--- config.mk ---
export PLATFORM = sky130hd
export DESIGN_NAME = flag_cond_unit
export DESIGN_NICKNAME = d
export VERILOG_FILES = /design/src/rtl/flag_cond_unit.sv
export SDC_FILE = /design/constraint.sdc
export NUM_CORES = 1
export LEC_CHECK = 0
export CAP_MARGIN = 20
export CELL_PAD_IN_SITES_DETAIL_PLACEMENT = 1
export CELL_PAD_IN_SITES_GLOBAL_PLACEMENT = 1
export CORE_MARGIN = 5
export CORE_UTILIZATION = 29
export CTS_CLUSTER_SIZE = 28
export DETAILED_ROUTE_END_ITERATION = 10
export GPL_TIMING_DRIVEN = 0
export PLACE_DENSITY_LB_ADDON = 0.1
export REMOVE_ABC_BUFFERS = 1
export SLEW_MARGIN = 20
export SYNTH_ARGS = -nofsm -noshare
export SYNTH_HDL_FRONTEND = slang
export SYNTH_SLANG_ARGS = --single-unit
export TNS_END_PERCENT = 10
--- constraint.sdc ---
create_clock -name clk -period 1.7 [get_ports clk]
set_input_delay 0.34 -clock clk [delete_from_list [all_inputs] [get_ports clk]]
set_output_delay 0.34 -clock clk [all_outputs]
set_load 0.02 [all_outputs]
--- src/rtl/flag_cond_unit.sv ---
// ALU flag register {Z,N,C,V} with masked writes, plus a one-deep condition-code evaluation stage.
// Optional FLAG_SHADOW_EN adds a one-deep shadow copy of the flags with save/restore controls.
//
// state | meaning
// IDLE  | no result held, res_valid=0
// FULL  | result held in res_taken, res_valid=1
module flag_cond_unit #(
    parameter int unsigned COND_W    = 4,
    parameter logic [3:0]  FLAGS_RST = 4'b0000
) (
    input  logic              clk,
    input  logic              rst_n,
    input  logic              flag_we,
    input  logic [3:0]        flag_mask,
    input  logic              z_in,
    input  logic              n_in,
    input  logic              c_in,
    input  logic              v_in,
`ifdef FLAG_SHADOW_EN
    input  logic              flag_save,
    input  logic              flag_restore,
`endif
    input  logic              cond_valid,
    output logic              cond_ready,
    input  logic [COND_W-1:0] cond,
    output logic              res_valid,
    input  logic              res_ready,
    output logic              res_taken,
    output logic [3:0]        flags
);

    typedef enum logic {IDLE, FULL} state_t;

    state_t     state_q;
    logic       res_valid_q;
    logic       res_taken_q;
    logic [3:0] flags_q;
    logic [3:0] flags_d;
    logic       accept;
    logic       taken_d;

    function automatic logic cond_eval(input logic [COND_W-1:0] cc, input logic [3:0] f);
        logic z, n, c, v;
        logic r;
        z = f[3];
        n = f[2];
        c = f[1];
        v = f[0];
        case (cc)
            4'd0:    r = z;
            4'd1:    r = !z;
            4'd2:    r = c;
            4'd3:    r = !c;
            4'd4:    r = n;
            4'd5:    r = !n;
            4'd6:    r = v;
            4'd7:    r = !v;
            4'd8:    r = c & !z;
            4'd9:    r = !c | z;
            4'd10:   r = (n == v);
            4'd11:   r = (n != v);
            4'd12:   r = !z & (n == v);
            4'd13:   r = z | (n != v);
            4'd14:   r = 1'b1;
            default: r = 1'b0;
        endcase
        return r;
    endfunction

`ifdef FLAG_SHADOW_EN
    logic [3:0] shadow_q;
    logic [3:0] shadow_d;
`endif

    // flags_d is the post-edge flag value, so it doubles as the forwarded flags for evaluation.
    always_comb begin
        flags_d = flags_q;
        if (flag_we)
            flags_d = (flags_q & ~flag_mask) | ({z_in, n_in, c_in, v_in} & flag_mask);
`ifdef FLAG_SHADOW_EN
        shadow_d = shadow_q;
        if (flag_save)
            shadow_d = flags_q;
        if (flag_restore)
            flags_d = shadow_q;
`endif
    end

    assign cond_ready = !res_valid_q || res_ready;
    assign accept     = cond_valid && cond_ready;
    assign taken_d    = cond_eval(cond, flags_d);

    always_ff @(posedge clk or negedge rst_n) begin
        if (!rst_n) begin
            flags_q <= FLAGS_RST;
        end else begin
            flags_q <= flags_d;
        end
    end

`ifdef FLAG_SHADOW_EN
    always_ff @(posedge clk or negedge rst_n) begin
        if (!rst_n) begin
            shadow_q <= FLAGS_RST;
        end else begin
            shadow_q <= shadow_d;
        end
    end
`endif

    always_ff @(posedge clk or negedge rst_n) begin
        if (!rst_n) begin
            state_q     <= IDLE;
            res_valid_q <= 1'b0;
            res_taken_q <= 1'b0;
        end else begin
            case (state_q)
                IDLE: begin
                    if (accept) begin
                        state_q     <= FULL;
                        res_valid_q <= 1'b1;
                        res_taken_q <= taken_d;
                    end
                end
                FULL: begin
                    if (res_ready) begin
                        if (accept) begin
                            res_taken_q <= taken_d;
                        end else begin
                            state_q     <= IDLE;
                            res_valid_q <= 1'b0;
                        end
                    end
                end
                default: begin
                    state_q     <= IDLE;
                    res_valid_q <= 1'b0;
                end
            endcase
        end
    end

    assign res_valid = res_valid_q;
    assign res_taken = res_taken_q;
    assign flags     = flags_q;

endmodule

==> Word level (Yosys, flattened, before mapping) <==
Index checks and enable logic that the tools add are counted.
{ "totals": {"reg_bits": 7, "latch_bits": 0, "mem_bits_rw": 0, "romBits": 0, "inputBits": 17, "elab_cells": 53, "mem_count": 0} }
{ "classes": {"addsub": 0, "mul": 0, "div_mod_pow": 0, "n_lt_le_gt_ge": 0, "n_eq_ne": 19, "shift": 0, "mux": 12, "bitwise_logic": 9, "n_reduce_logical": 9} }
{ "op_table": {"columns": ["cell", "count"], "rows": [
  ["$eq 4x4->1 const B", 7],
  ["$eq 4x3->1 const B", 4],
  ["$pmux 1 s15", 1],
  ["$and 4x4->4", 2],
  ["$eq 4x2->1 const B", 2],
  ["$mux 1", 7],
  ["$ne 2x2->1 const B", 3],
  ["$pmux 1 s2", 3],
  ["$logic_not 1->1", 5],
  ["$eq 4x1->1 const B", 1],
  ["$logic_not 4->1", 1],
  ["$mux 4", 1],
  ["$not 4->4", 1],
  ["$or 4x4->4", 1],
  ["$reduce_and 3->1", 1],
  ["$and 1x1->1", 2],
  ["$or 1x1->1", 2],
  ["$eq 1x1->1", 1],
  ["$logic_and 1x1->1", 1],
  ["$logic_or 1x1->1", 1],
  ["$ne 1x1->1", 1],
  ["$not 1->1", 1]
]} }

==> Logic depth before layout (Yosys ltp) <==
Gate-level depths: netlist of run 1.
{ "depth": {"word_depth": 10, "depth_mapped": 6, "ltp_nobuf": 5} }

==> Worst setup path before layout of run 1 <==
OpenSTA, ideal clock, no wires.
{ "synth_timing": {"path_type": "flip-flop to flip-flop", "start": "register flags_q[3], in the netlist flags[3]", "end": "register res_taken_q, in the netlist res_taken", "arrival_time_ns": 1.588, "required_ns": 1.618, "path_slack_ns": 0.030, "path_stages_with_launch": 6, "period_less_slack_ns": 1.670, "cell_sequence": "dfrtp_1 -> a21bo_4 -> nand2_2 -> or4_1 -> mux2_2 -> a31oi_1"} }
{ "synth_via": {"elab_chain_cells": 9, "elab_cells_between_ends": 12} }
{ "synth_lines": {"columns": ["item", "line_no", "text"], "rows": [
  ["from (decl)", "37", "logic [3:0] flags_q;"],
  ["from (signal assigned)", "97", "flags_q <= flags_d;"],
  ["$and 4x4->4", "79", "flags_d = (flags_q & ~flag_mask) | ({z_in, n_in, c_in, v_in} & flag_mask);"],
  ["$or 4x4->4", "79", null],
  ["$mux 4 (*)", "78", "if (flag_we)"],
  ["named net flags_d[3]", "38", "logic [3:0] flags_d;"],
  ["$logic_not 1->1", "51, 58, 62", null],
  ["$and 1x1->1, on equally long branches", "62, 58", null],
  ["$pmux 1 s15 (*)", "49", "case (cc)"],
  ["$mux 1 (*)", "119, 127", null],
  ["$mux 1", "126", "if (res_ready) begin"],
  ["$pmux 1 s2 (*)", "117", "case (state_q)"],
  ["to (signal assigned)", "122", "res_taken_q <= taken_d;"],
  ["to (signal assigned)", "128", "res_taken_q <= taken_d;"],
  ["to (decl)", "36", "logic res_taken_q;"]
]} }
Mark *: on every way through the listed nets, which the timed path passes. The rest lies on a longest branch. The select of a mux whose other input is x is not followed.
A chain may end at the register's enable or synchronous reset.

==> Final worst setup path of run 1 <==
{ "layout_timing": {"start": "input port flag_mask[0]", "end": "register res_taken_q, in the netlist res_taken"} }
{ "layout_via": {"elab_chain_cells": 10, "elab_cells_between_ends": 14} }
{ "layout_lines": {"columns": ["item", "line_no", "text"], "rows": [
  ["from (decl)", "14", "input logic [3:0] flag_mask,"],
  ["$not 4->4", "79", null],
  ["$and 4x4->4", "79", null],
  ["$or 4x4->4 (*)", "79", null],
  ["$mux 4 (*)", "78", null],
  ["$ne 1x1->1 or $eq 1x1->1 (tied branches)", null, null],
  ["$or 1x1->1 or $and 1x1->1 (tied branches)", "63, 62", null],
  ["$pmux 1 s15 (*)", "49", null],
  ["$mux 1 (*)", "119, 127", null],
  ["$mux 1", "126", null],
  ["$pmux 1 s2 (*)", "117", null]
]} }
Every way passes the cells marked *; elsewhere a longest branch is shown, timed or not. The select of a mux whose other input is x is not followed.

==> results.txt, run 1 <==
Met3 WL post-DR -> 48 um
Maximum number of buffers from clock root to sink -> 2
Routed metal-1 wirelength -> 808 um
Maximum level of the CTS H-tree -> 1
Sinks on the clock net -> 7
Die outline width -> 55.3 um
Core outline area -> 1960 um^2
Endpoint of the worst register-to-register path -> res_taken
Warnings from Yosys -> 0
Number of cell instances on the worst register-to-register path -> 5
Initial cell density of the core -> 0.304
Routed Wire Length -> 1720 um
Synthesized instance count -> 71
Ratio of total power to cell area -> 706 nW/um^2
Post-route clock skew -> 0.00334 ns
Routed wirelength normalized by instance count -> 13.8 um
Setup-failing EPs final -> 0
CTS tree -> yes
# IOs -> 24
Launch point of the worst path -> flag_mask[0]
Reg-to-Reg Start -> flags[3]
Drt via density -> 5.18
Quantity of hold-fixing buffers added after cts -> 0
Crit path max fanout -> 3
Fin. Hold Viols -> 0
Worst setup EP type -> flop
Count of antenna-violating nets left after detailed routing -> 0
Highest metal layer with signal wires -> met4
Static Leak -> 0.408 nW
Number of buffer cells added on primary ports -> 23
Clock-pin slew of the registers on the worst-case setup and hold paths -> 0.05 ns
Clock Latency Late Sink -> 0.25 ns
DR pass1 iterations -> 2
Largest voltage drop on the vdd net -> 0.000415 V
Floorplan die area -> 3060 um^2
Number of CTS-inserted buffers -> 3
Pin count of the biggest net entering global routing -> 12
Worst slack at placement -> -0.619 ns
Vertical extent of the die -> 55.3 um
Class of the worst hold path -> in2async
Relative slew margins -> 0.718
Layout overhead on the synthesized area -> 57.4%
Launching element type of the critical path -> input pin
Via count of the first global-routing pass -> 672
Library cells used by synthesis -> 34
Mean instance size in the synthesized netlist -> 8.39 um^2
Crit share post-route -> 0.975
Routed length on met2 -> 826 um
Peak clock frequency supported by timing -> 603 MHz
Final Instance Area -> 937 um^2
Worst Max-Slew Pin Slew -> 0.419 ns
Fin. max-slew vios -> 0
WS Path Type -> in2reg
Library cell used as clock root buffer -> sky130_fd_sc_hd__clkbuf_4
Sequential fraction of the synthesis area -> 0.294
First-pass GRT wire length -> 2960 um
Via count of the routed design -> 642
Total GRT Usage -> 0.120
Number of rows created at floorplan -> 16
Number of DRC violations after detailed-routing iteration 0 -> 4
GRT overflow -> 0
Antenna diodes -> 0
Antenna violations before repair -> 0
Placer congestion estimate -> 0.686
HPWL after detailed placement -> 1410 um
Crit path setup slack, layout -> 0.0429 ns
Post-synthesis cell area -> 596 um^2
Final critical delay including setup and external delays -> 1.66 ns
Required time of the critical path -> 1.87 ns
Final Net Count -> 115
Area after detailed placement -> 833 um^2
Detailed-route DRC error count -> 0
Outcome -> finished, final reports clean
Critical path endpoint -> res_taken
Share of cells above drive strength 1 -> 0.289
Flip-flop and latch count after synthesis -> 7
Reported max-cap violation count -> 0
Arrival time at the worst endpoint -> 1.83 ns
Internal reg-to-reg setup slack -> 0.07 ns
## registers in the layout (all words and copies together), names as in the netlist
signal and cells:
res_valid 1, flags 4, state_q 1, res_taken 1
## cells in the mapped netlist
cell	number	share of area
sky130_fd_sc_hd__dfrtp_1	7	0.29
sky130_fd_sc_hd__inv_1	5	0.032
sky130_fd_sc_hd__a21oi_1	4	0.034
sky130_fd_sc_hd__and3_2	4	0.050
sky130_fd_sc_hd__nand2_1	4	0.025
sky130_fd_sc_hd__o21ai_0	4	0.034
sky130_fd_sc_hd__a211oi_1	3	0.038
sky130_fd_sc_hd__a21boi_0	3	0.038
sky130_fd_sc_hd__nand2b_1	3	0.032
sky130_fd_sc_hd__nor2_1	3	0.019
sky130_fd_sc_hd__nor3_1	3	0.025
sky130_fd_sc_hd__a31oi_1	2	0.021
sky130_fd_sc_hd__nand3_1	2	0.017
sky130_fd_sc_hd__nor4_1	2	0.021
sky130_fd_sc_hd__or3_1	2	0.021
sky130_fd_sc_hd__or4_1	2	0.025
sky130_fd_sc_hd__a21bo_2	1	0.017
sky130_fd_sc_hd__a21bo_4	1	0.027
sky130_fd_sc_hd__a21o_2	1	0.015
sky130_fd_sc_hd__a22o_1	1	0.015
sky130_fd_sc_hd__a41oi_1	1	0.015
sky130_fd_sc_hd__and3_1	1	0.011
sky130_fd_sc_hd__buf_1	1	0.0063
sky130_fd_sc_hd__buf_4	1	0.013
sky130_fd_sc_hd__buf_6	1	0.019
sky130_fd_sc_hd__clkbuf_1	1	0.0063
sky130_fd_sc_hd__mux2_2	1	0.019
sky130_fd_sc_hd__nand2_2	1	0.011
sky130_fd_sc_hd__nand4_1	1	0.011
sky130_fd_sc_hd__nor2_2	1	0.011
sky130_fd_sc_hd__o2111ai_1	1	0.015
sky130_fd_sc_hd__o311ai_0	1	0.015
sky130_fd_sc_hd__xnor2_1	1	0.015
sky130_fd_sc_hd__xnor3_1	1	0.038
## what timing repair did
item | 4_1_cts | 5_1_grt
buffers inserted | 0 | 3
resized for setup | 10 | 23
pin swaps | 2 | 7
endpoints found under the setup margin | 2 | 1
## cell type report
type	count	area (um^2)
Fill cell	255	1020
Multi-Input combinational cell	55	445
Timing Repair Buffer	26	238
Sequential cell	7	175
Tap cell	27	33.8
Clock buffer	4	26.3
Inverter	5	18.8
## layer usage
layer | up-vias | global-route usage
met5 | - | 0
met4 | 0 | 0.0799
met3 | 4 | 0.0163
met2 | 13 | 0.189
met1 | 304 | 0.152
li1 | 321 | -
## through the flow
step | utilization | hold WS, ns | power [W] | std cells | setup TNS, ns
2_1_floorplan | - | 0.0444 | 0.000350 | 67 | 0
3_3_place_gp | 0.425 | 0.473 | 0.000482 | 117 | -0.827
3_5_place_dp | 0.425 | 0.488 | 0.000487 | 117 | -0.831
4_1_cts | 0.438 | 0.350 | 0.000639 | 121 | -0.0675
5_1_grt | 0.478 | 0.371 | 0.000707 | 124 | -0.00200
6_report | 0.478 | 0.345 | 0.000662 | 124 | 0
## how the worst min path moves through the flow
stage | endpoint | slack [ns] | cells past startpoint
after detailed placement | res_valid | 0.49 | 1
after global placement | res_valid | 0.47 | 1
after floorplan | flags[0] | 0.04 | 0
after CTS | flags[2] | 0.35 | 1
final | flags[2] | 0.34 | 1
after global routing | state_q | 0.37 | 1
## layout by cell type (no fill, tap or decap), types with 2 or more instances in the layout
master                            instances
sky130_fd_sc_hd__nor2_1                   2
sky130_fd_sc_hd__a21oi_1                  3
sky130_fd_sc_hd__a211oi_1                 2
sky130_fd_sc_hd__buf_4                    3
sky130_fd_sc_hd__nor2_4                   2
sky130_fd_sc_hd__dfrtp_1                  7
sky130_fd_sc_hd__dlygate4sd2_1            4
sky130_fd_sc_hd__a21boi_2                 2
sky130_fd_sc_hd__nand2_1                  4
sky130_fd_sc_hd__o21ai_0                  3
sky130_fd_sc_hd__or3_1                    2
sky130_fd_sc_hd__dlymetal6s2s_1           2
sky130_fd_sc_hd__clkdlybuf4s50_1         14
sky130_fd_sc_hd__inv_1                    5
sky130_fd_sc_hd__nor4_1                   2
sky130_fd_sc_hd__and3_2                   2
sky130_fd_sc_hd__nand2b_1                 3
sky130_fd_sc_hd__and3_4                   2
sky130_fd_sc_hd__clkbuf_4                 3
sky130_fd_sc_hd__nor3_1                   3
sky130_fd_sc_hd__clkbuf_2                 3
## where the power goes
| group | internal (W) | leakage, nW | switching (W) |
|---|---|---|---|
| logic | 0.000153 | 0.309 | 0.000147 |
| registers | 0.000194 | 0.0847 | 0.0000196 |
| clock network | 0.0000894 | 0.0150 | 0.0000589 |
| total | 0.000436 | 0.408 | 0.000225 |
## critical path: stages
cell and delay, ns:
sky130_fd_sc_hd__clkdlybuf4s50_1 0.49, sky130_fd_sc_hd__and3_4 0.22, sky130_fd_sc_hd__nor2_4 0.05, sky130_fd_sc_hd__xnor2_1 0.21, sky130_fd_sc_hd__mux2_4 0.34, sky130_fd_sc_hd__a31oi_4 0.17
## logic make-up (layout without fill, tap and decap cells)
logic type | after synthesis | in the layout | share of synthesized area
AOI/OAI and AO/OA | 23 | 23 | 0.282
xor gates and xnor gates | 2 | 2 | 0.0525
buffers and inverters | 9 | 35 | 0.0756
DFF | 7 | 7 | 0.294
muxes | 1 | 1 | 0.0189
and+or+nand+nor | 29 | 29 | 0.277
No activity file was read; power rests on OpenSTA's default activity.
==> run 2: changes to the inputs <==
- CORE_UTILIZATION: 29 -> 26
- RECOVER_POWER: not set -> 100
- clock period: 1.7 -> 1.52 ns (I/O delays scaled with it)
==> run 2 against run 1 <==
Against the previous run:
- the run now ends with negative setup slack left
- hold slack improved by 0.034 ns
- via count increased by 3.0%
- non-clock buffer count is 3 higher
- clock-buffer cell count unchanged
- flip-flop and latch count stayed put
- sequential power is 12% higher
- sequential share of layout area is 0.72 points lower
- global-route usage is 1.1 points lower
- register-to-register slack got worse by 0.11 ns
- clock skew increased by 0.0019 ns
- routed wire length grew 2.7%
- power is 13% higher
==> results.txt, run 2 (synthesized netlist as in run 1, its figures left out) <==
Clock Latency Late Sink -> 0.25 ns (about the same)
Met3 WL post-DR -> 67 um (+40%)
Total GRT Usage -> 0.109 (-0.0108)
Number of CTS-inserted buffers -> 3 (unchanged)
Clock network fraction of total power -> 0.222 (-0.002)
Class of the worst hold path -> in2async
Largest voltage drop on the vdd net -> 0.000506 V (+22%)
Placer congestion estimate -> 0.655 (-4.6%)
Launching element type of the critical path -> flop
Share of cells above drive strength 1 -> 0.360 (+0.0713)
Final Net Count -> 118 (+2.6%)
WS Path Type -> reg2reg
HPWL after detailed placement -> 1420 um (+0.42%)
Die outline width -> 57.9 um (+4.6%)
CTS tree -> yes
Arrival time at the worst endpoint -> 1.74 ns (-0.09 ns)
Fraction of power consumed by sequential logic -> 0.319 (-0.003)
Reg-to-Reg Start -> flags[3]
Antenna violations before repair -> 0 (unchanged)
Number of DRC violations after detailed-routing iteration 0 -> 1 (-3)
Internal reg-to-reg setup slack -> -0.04 ns (-0.11 ns)
Crit path max fanout -> 4 (+1)
Clock-pin slew of the registers on the worst-case setup and hold paths -> 0.05 ns (about the same)
Post-route clock skew -> 0.00524 ns (+0.00190 ns)
Floorplan die area -> 3350 um^2 (+9.4%)
Number of buffer cells added on primary ports -> 23 (unchanged)
Critical path endpoint -> res_taken
Worst setup EP type -> flop
Most used cells in the layout excluding fill and tap cells -> 10 x sky130_fd_sc_hd__dlygate4sd2_1, 7 x sky130_fd_sc_hd__dfrtp_1, 6 x sky130_fd_sc_hd__buf_4, 5 x sky130_fd_sc_hd__inv_1
# IOs -> 24 (unchanged)
Number of cell instances on the worst register-to-register path -> 5 (unchanged)
Relative slew margins -> 0.704 (-0.0135)
Inst Count DP -> 118 (+0.85%)
Final std cells w/o fill -> 128 (+3.2%)
Peak clock frequency supported by timing -> 640 MHz
Most frequent standard cell in the layout excluding fill and tap cells -> sky130_fd_sc_hd__dlygate4sd2_1
Core utilization of the finished layout -> 0.445 (-0.0328)
Required time of the critical path -> 1.69 ns (-0.18 ns)
DR pass1 iterations -> 4 (+2)
Initial cell density of the core -> 0.272 (-0.0317)
GRT overflow -> 0 (unchanged)
Crit share post-route -> 1.03
Cell-internal power -> 0.000485 W (+11%)
Sw Ratio -> 0.350 (+0.00948)
Final sum of negative setup slack -> -0.0436 ns (-0.0436 ns)
Crit path setup slack, layout -> -0.0436 ns (-0.0865 ns)
Routed length on met2 -> 937 um (+13%)
Failing checks -> negative setup slack
Maximum level of the CTS H-tree -> 1 (unchanged)
First-pass GRT wire length -> 2930 um (-1.2%)
Library cell used as clock root buffer -> sky130_fd_sc_hd__clkbuf_4
Via count of the first global-routing pass -> 693 (+3.1%)
Routed wirelength normalized by instance count -> 13.8 um (-0.53%)
Routed metal-1 wirelength -> 741 um (-8.3%)
Reported max-cap violation count -> 0 (unchanged)
Routed Wire Length -> 1760 um (+2.7%)
Overall power after layout -> 0.000747 W (+13%)
Static Leak -> 0.461 nW (+13%)
Final critical delay including setup and external delays -> 1.56 ns
Switching power summed over all nets -> 0.000262 W (+16%)
Drt via density -> 5.16 (-0.26%)
Pin count of the biggest net entering global routing -> 12 (unchanged)
Ratio of total power to cell area -> 766 nW/um^2 (+8.5%)
Setup-failing EPs final -> 1 (+1)
Maximum number of buffers from clock root to sink -> 2 (unchanged)
Via count of the routed design -> 661 (+3.0%)
Antenna diodes -> 0 (unchanged)
Vertical extent of the die -> 57.9 um (+4.6%)
Number of rows created at floorplan -> 17 (+1)
Worst Max-Slew Pin Slew -> 0.439 ns (+0.0200 ns)
Launch point of the worst path -> flags[3]
Fin. Hold Viols -> 0 (unchanged)
Highest metal layer with signal wires -> met4
Detailed-route DRC error count -> 0 (unchanged)
Sinks on the clock net -> 7 (unchanged)
Setup repair after global routing missed its margin -> yes
Outcome -> finished, violations left
Logic pwr share -> 0.459 (+0.005)
Max FFs per register -> 4 (unchanged)
Layout overhead on the synthesized area -> 63.7%
Core outline area -> 2190 um^2 (+12%)
Count of antenna-violating nets left after detailed routing -> 0 (unchanged)
Endpoint of the worst register-to-register path -> res_taken
Fin. max-slew vios -> 0 (unchanged)
## run 2: cell types whose count changed in the layout (fill, tap and decap cells not counted), moves of 2 or more
cell / change
sky130_fd_sc_hd__buf_4: +3
sky130_fd_sc_hd__buf_2: +2
sky130_fd_sc_hd__dlygate4sd2_1: +6
sky130_fd_sc_hd__clkdlybuf4s50_1: -10
## run 2: worst min-delay path by stage
stage / startpoint / endpoint / slack [ns] / cells past startpoint
after floorplan: rst_n / flags[0] / 0.008 / 0
after global placement: state_q / res_valid / 0.48 / 1
after detailed placement: state_q / res_valid / 0.47 / 1
after CTS: rst_n / state_q / 0.31 / 1
after global routing: rst_n / state_q / 0.40 / 1
final: rst_n / state_q / 0.38 / 1
## run 2: layer usage
| metal | global-route usage | vias up |
|---|---|---|
| met5 | 0 | - |
| met4 | 0.0497 | 0 |
| met3 | 0.0156 | 2 |
| met2 | 0.198 | 12 |
| met1 | 0.126 | 316 |
| li1 | - | 331 |
## run 2: worst max-delay path, cell delays in order, from the launching register on
cell and delay (ns):
sky130_fd_sc_hd__dfrtp_1 0.37, sky130_fd_sc_hd__a21bo_4 0.20, sky130_fd_sc_hd__nand2_2 0.05, sky130_fd_sc_hd__or4_1 0.40, sky130_fd_sc_hd__mux2_4 0.29, sky130_fd_sc_hd__a31oi_4 0.18
## run 2: layout make-up
| type | instances | area, um^2 |
|---|---|---|
| inverter | 5 | 18.8 |
| multi-input combinational | 55 | 474 |
| clock buffer | 4 | 26.3 |
| tap | 28 | 35.0 |
| timing repair buffer | 29 | 245 |
| fill | 268 | 1220 |
| sequential | 7 | 175 |
## run 2: timing repair
item	in CTS	in global routing
endpoints found under the setup margin	6	3
cloned	0	0
buffers inserted	5	1
gates resized for setup	39	15
pin swaps	12	9
hold buffers	0	0
## run 2: power groups by stage
stage / combinational (W) / clock [W] / sequential (W)
2_1_floorplan: 0.000121 / 0 / 0.000271
3_5_place_dp: 0.000303 / 0 / 0.000243
3_3_place_gp: 0.000298 / 0 / 0.000242
6_report: 0.000343 / 0.000166 / 0.000238
4_1_cts: 0.000336 / 0.000175 / 0.000240
5_1_grt: 0.000372 / 0.000183 / 0.000245
## run 2: stage by stage
| stage | setup WS [ns] | instance area [um^2] | hold slack, ns |
|---|---|---|---|
| floorplan | -0.150 | 569 | 0.00841 |
| global placement | -0.739 | 835 | 0.483 |
| detailed placement | -0.801 | 835 | 0.472 |
| CTS | -0.0895 | 951 | 0.314 |
| global route | -0.0943 | 975 | 0.398 |
| finish | -0.0436 | 975 | 0.379 |
